--- config.mk ---
export PLATFORM = sky130hd
export DESIGN_NAME = add_responder_flat
export DESIGN_NICKNAME = d
export VERILOG_FILES = /design/src/rtl/add_if.sv /design/src/rtl/add_responder.sv /design/src/flat_wrapper.sv
export SDC_FILE = /design/constraint.sdc
export NUM_CORES = 1
export LEC_CHECK = 0
export CAP_MARGIN = 20
export CORE_MARGIN = 2
export CORE_UTILIZATION = 25
export CTS_CLUSTER_DIAMETER = 40
export DETAILED_ROUTE_END_ITERATION = 10
export HOLD_SLACK_MARGIN = 0.06
export PLACE_DENSITY = 0.53
export SLEW_MARGIN = 20
export SYNTH_ARGS = -nofsm -noshare
export SYNTH_HDL_FRONTEND = slang
export SYNTH_SLANG_ARGS = --single-unit
--- constraint.sdc ---
create_clock -name clk -period 2 [get_ports clk]
set_input_delay 0.4 -clock clk [delete_from_list [all_inputs] [get_ports clk]]
set_output_delay 0.4 -clock clk [all_outputs]
set_load 0.01 [all_outputs]
--- src/rtl/add_if.sv ---
// add_if: handshake bundle for add_responder.
//   master : drives operands (in_valid, a, b) and the consumer strobe (out_ready)
//   slave  : drives in_ready, out_valid, y (WIDTH+1 bits) and count (16 bits)
interface add_if #(
  parameter int WIDTH = 4
);
  logic             in_valid;
  logic             in_ready;
  logic [WIDTH-1:0] a;
  logic [WIDTH-1:0] b;
  logic             out_valid;
  logic             out_ready;
  logic [WIDTH:0]   y;
  logic [15:0]      count;

  modport master (
    output in_valid, a, b, out_ready,
    input  in_ready, out_valid, y, count
  );

  modport slave (
    input  in_valid, a, b, out_ready,
    output in_ready, out_valid, y, count
  );
endinterface

--- src/rtl/add_responder.sv ---
// add_responder: accepts unsigned operand pairs, buffers their full-width sums
// in a DEPTH-entry FIFO and returns them in acceptance order.
//   clk  : rising-edge clock
//   rst  : synchronous active-high reset
//   bus  : add_if slave modport
//          in_valid/in_ready/a/b    operand handshake
//          out_valid/out_ready/y    result handshake (y = 0 while idle)
//          count                    results delivered, wraps at 16 bits
//
// state     | meaning
// ----------+--------------------------------
// S_EMPTY   | no results buffered
// S_PARTIAL | 0 < occupancy < DEPTH
// S_FULL    | occupancy == DEPTH, in_ready low
module add_responder #(
  parameter int WIDTH = 4,
  parameter int DEPTH = 4
) (
  input logic  clk,
  input logic  rst,
  add_if.slave bus
);
  localparam int PW = $clog2(DEPTH);
  localparam int OW = PW + 1;
  localparam logic [OW-1:0] OCC_FULL = OW'(DEPTH);
  localparam logic [OW-1:0] OCC_LAST = OW'(DEPTH - 1);
  localparam logic [OW-1:0] OCC_ONE  = OW'(1);

  typedef enum logic [1:0] {S_EMPTY, S_PARTIAL, S_FULL} state_t;

  state_t          state_q;
  logic [WIDTH:0]  mem_q [DEPTH];
  logic [PW-1:0]   wr_ptr_q, wr_ptr_d;
  logic [PW-1:0]   rd_ptr_q, rd_ptr_d;
  logic [OW-1:0]   occ_q, occ_d;
  logic            out_valid_q, out_valid_d;
  logic [WIDTH:0]  y_q, y_d;
  logic [15:0]     count_q, count_d;

  logic            in_ready_w;
  logic            push;
  logic            pop;
  logic [WIDTH:0]  sum;

  // Ready depends only on registered occupancy, so a full buffer never
  // accepts even when a pop happens on the same edge.
  assign in_ready_w = (occ_q < OCC_FULL);
  assign push       = bus.in_valid && in_ready_w;
  assign pop        = out_valid_q && bus.out_ready;
  assign sum        = {1'b0, bus.a} + {1'b0, bus.b};

  always_comb begin
    wr_ptr_d    = wr_ptr_q + PW'(push);
    rd_ptr_d    = rd_ptr_q + PW'(pop);
    occ_d       = occ_q;
    count_d     = count_q + 16'(pop);
    case ({push, pop})
      2'b10:   occ_d = occ_q + OCC_ONE;
      2'b01:   occ_d = occ_q - OCC_ONE;
      default: occ_d = occ_q;
    endcase
    out_valid_d = (occ_d != '0);
    // The new head is the incoming sum when nothing older survives this edge;
    // storage is written on the same edge, so bypass it.
    if (occ_d == '0)
      y_d = '0;
    else if (push && (occ_q == OW'(pop)))
      y_d = sum;
    else
      y_d = mem_q[rd_ptr_d];
  end

  always_ff @(posedge clk) begin
    if (!rst && push)
      mem_q[wr_ptr_q] <= sum;
  end

  always_ff @(posedge clk) begin
    if (rst) begin
      state_q     <= S_EMPTY;
      wr_ptr_q    <= '0;
      rd_ptr_q    <= '0;
      occ_q       <= '0;
      out_valid_q <= 1'b0;
      y_q         <= '0;
      count_q     <= '0;
    end else begin
      wr_ptr_q    <= wr_ptr_d;
      rd_ptr_q    <= rd_ptr_d;
      occ_q       <= occ_d;
      out_valid_q <= out_valid_d;
      y_q         <= y_d;
      count_q     <= count_d;
      case (state_q)
        S_EMPTY: begin
          if (push)
            state_q <= S_PARTIAL;
        end
        S_PARTIAL: begin
          if (push && !pop && (occ_q == OCC_LAST))
            state_q <= S_FULL;
          else if (pop && !push && (occ_q == OCC_ONE))
            state_q <= S_EMPTY;
        end
        S_FULL: begin
          if (pop)
            state_q <= S_PARTIAL;
        end
        default: state_q <= S_EMPTY;
      endcase
    end
  end

  assign bus.in_ready  = in_ready_w;
  assign bus.out_valid = out_valid_q;
  assign bus.y         = y_q;
  assign bus.count     = count_q;

endmodule

--- src/flat_wrapper.sv ---
// flat-port wrapper written by rule: the top's interface ports become plain ports
module add_responder_flat 
#(
  parameter int WIDTH = 4,
  parameter int DEPTH = 4
)
  (clk, rst, bus_in_valid, bus_a, bus_b, bus_out_ready, bus_in_ready, bus_out_valid, bus_y, bus_count);
  add_if #(.WIDTH(WIDTH)) bus_i ();
  input logic clk;
  input logic rst;
  input wire logic [$bits(bus_i.in_valid)-1:0] bus_in_valid;
  input wire logic [$bits(bus_i.a)-1:0] bus_a;
  input wire logic [$bits(bus_i.b)-1:0] bus_b;
  input wire logic [$bits(bus_i.out_ready)-1:0] bus_out_ready;
  output wire logic [$bits(bus_i.in_ready)-1:0] bus_in_ready;
  output wire logic [$bits(bus_i.out_valid)-1:0] bus_out_valid;
  output wire logic [$bits(bus_i.y)-1:0] bus_y;
  output wire logic [$bits(bus_i.count)-1:0] bus_count;
  assign bus_i.in_valid = bus_in_valid;
  assign bus_i.a = bus_a;
  assign bus_i.b = bus_b;
  assign bus_i.out_ready = bus_out_ready;
  assign bus_in_ready = bus_i.in_ready;
  assign bus_out_valid = bus_i.out_valid;
  assign bus_y = bus_i.y;
  assign bus_count = bus_i.count;
  add_responder #(.WIDTH(WIDTH), .DEPTH(DEPTH)) u_core (.clk(clk), .rst(rst), .bus(bus_i));
endmodule
==> flow_metrics.tcl <==
set metrics [dict create \
    status "completed" \
    cp_data_required_time_ps 2230 \
    setup_violations 0 \
    syn_inst 186 \
    synth_nets 209 \
    htree_levels 2 \
    avgRoutedWirePerCell_um 11.8 \
    synthAdderAreaFrac_pct 6.97 \
    synth-edff-count 20 \
    leakage_nw 1.12 \
    timing.slew.headroom_pct 73.5 \
    synth_top_family_by_area "simple AND/OR/NAND/NOR gates" \
    vias 1527 \
    synthDistinctLibCells 37 \
    cp-end-kind "register" \
    clk_path_buf_depth 2 \
    core_area_um2 8590 \
    cp.arrival_ps 2160 \
    tritoncts.num_buffers 5 \
    ir_drop_uv 421 \
    skew_ps 9.33 \
    grt_pass1_vias 1516 \
    grt_setup_unrepaired "false" \
    dp_slack_ps -606 \
    row_count 34 \
    synth_area_leader_cell "edfxtp_1" \
    io_buffers 34 \
    async_reset_ff_share_pct 0 \
    synth_warnings 0 \
    cts_tree "built" \
    die_area_um2 9520 \
    max_cap_violations 0 \
    diodes 0 \
    syn_area_per_cell_um2 11.8 \
    synthMuxAreaShare_pct 6.51 \
    ctsHoldBuffers 0 \
    clock_latency_ps 300 \
    grt_pass1_wl_um 7110 \
    gp_congestion 0.737 \
    fp.dieW_um 97.6 \
    maxSlewViolCount 0 \
    synthSimpleGateAreaFrac_pct 17.1 \
    worst_setup_path_start_kind "primary input" \
    drt_iter0_drc 102 \
    powerDensity_nw_per_um2 887 \
    path_class "in2reg" \
    ys_ff_latch 49 \
    n_fill_cell 863 \
    viasPerCell 4.31 \
    syn_area_um2 2190 \
    fmax_mhz 517 \
    finalWirelength_um 4180 \
    grt_overflow 0 \
    clkSinkCount 49 \
    drc_errors 0 \
    final_antenna_net_count 0 \
    clk_pin_slew_ps 90 \
    min_period_ps 1930 \
    die_h_um 97.6 \
    hold_viol 0 \
    worstMarginPinSlew_ps 394 \
    setup_ws_ps 65.1 \
    hp-class "reg2reg" \
    ys_top_cells_by_area "edfxtp_1 (27%), dfxtp_1 (27%), ha_1 (5.1%)" \
    period_share_pct 96.7 \
    grt_usage_pct 9.27 \
    start_util_pct 25.5 \
    worstPathMaxFanout 6 \
    cts-root-buf "clkbuf_8" \
    fin_util_pct 34.8 \
    synthToLayoutAreaGrowth_pct 36.5 \
    io-pin-count 35 \
    ys.flop_type "dfxtp_1" \
    dp_cells 345 \
    synth_compound_area_share_pct 5.71 \
    fin_nets 268 \
    grt_max_degree 24 \
    grt_antenna_before_repair 0 \
    ys_seq_area_share_pct 53.9 \
    finalNonFillerCells 354 \
    fin_tns_setup_ps 0 \
    synthXorXnorAreaFrac_pct 6.40 \
    synth_top_area_share_pct 27.4 \
    dr.pass1.iters 4 \
    place_hpwl_um 3170 \
    drive_above_1_share_pct 21.5 \
    fin_hold_ws_ps 486 \
]
-- routing by layer --
metal	share of wire, %	vias up	GRT usage [%]
met5	0	-	0
met2	46	20	14.7
met3	3.2	5	2.23
met1	49	729	12.1
met4	1.7	0	3.85
li1	-	773	-
-- registers in the layout, summed over array words and instances, names as in the netlist --
name,count
u_core.rd_ptr_q,2
u_core.mem_q,20
u_core.wr_ptr_q,2
u_core.bus.y,5
u_core.occ_q,3
u_core.bus.count,16
u_core.bus.out_valid,1
-- metrics by stage --
stage | area (µm²) | power [mW]
2_1_floorplan | 2200 | 1.55
3_3_place_gp | 2820 | 1.81
3_5_place_dp | 2820 | 1.81
4_1_cts | 2970 | 2.67
5_1_grt | 2990 | 2.80
6_report | 2990 | 2.65
-- placed cells by master, fill, tap and decap left out, types with 8 or more instances in the layout --
cell             netlist  final
edfxtp_1              20     20
buf_4                  0     23
nor2_1                23     23
inv_1                 12     11
xnor2_1                8      8
dfxtp_1               29     27
clkdlybuf4s50_1        0     32
-- path summary, 6_finish.rpt --
path,start,endpoint,slack [ps],cells past startpoint
worst max register to register,u_core.bus.out_valid$_SDFF_PP0_,u_core.bus.y[4]$_SDFF_PP0_,70,8
worst min-delay path,u_core.bus.count[14]$_SDFF_PP0_,u_core.bus.count[14]$_SDFF_PP0_,490,2
worst min register to register,u_core.bus.count[14]$_SDFF_PP0_,u_core.bus.count[14]$_SDFF_PP0_,490,2
worst max-delay path,bus_out_ready,u_core.bus.y[4]$_SDFF_PP0_,70,9
-- cells in the mapped netlist, types with 3 or more instances --
cell type / instances
nand3_1: 7
nand4_1: 3
mux4_2: 5
mux2i_1: 3
nor2_1: 23
xnor2_1: 8
clkbuf_1: 3
nand2_1: 6
edfxtp_1: 20
and3_1: 4
dfxtp_1: 29
inv_1: 12
ha_1: 9
a21oi_1: 6
xor2_1: 8
or3_1: 3
o21ai_0: 4
nor2b_1: 7
-- critical path, stage by stage --
cell and delay (ps):
dlygate4sd2_1 230, and2_4 170, ha_4 130, inv_2 30, fa_2 340, xor2_2 170
xnor2_1 130, a311o_2 380, a311oi_2 180
-- repair_timing --
item                                    in CTS  in global routing
pin swaps                                    1                  1
buffers inserted                             0                  1
resized for setup                            5                  5
endpoints found under the hold margin        0                  0
endpoints found under the setup margin      12                  6
-- cell families (layout without fill, tap and decap cells) --
group	after synthesis	in the layout
buf+inv	17	77
xor+xnor	16	16
simple gates	68	68
fa+ha+maj	11	11
compound gates	17	17
flops	49	49
mux	8	8
-- power by group --
part / internal (mW) / leakage (nW) / switching [mW]
Clock: 0.503 / 0.0687 / 0.342
Combinational: 0.352 / 0.633 / 0.271
Sequential: 1.14 / 0.418 / 0.0459
-- cell type report --
type	instances	area, µm²	area share, %
Clock buffer	5	68.8	2.30
Clock inverter	3	68.8	2.30
Inverter	12	45.0	1.51
Multi-Input combinational cell	120	977	32.7
Sequential cell	49	1180	39.6
Tap cell	108	135	4.52
Timing Repair Buffer	57	510	17.1
No activity file was read; power rests on OpenSTA's default activity.
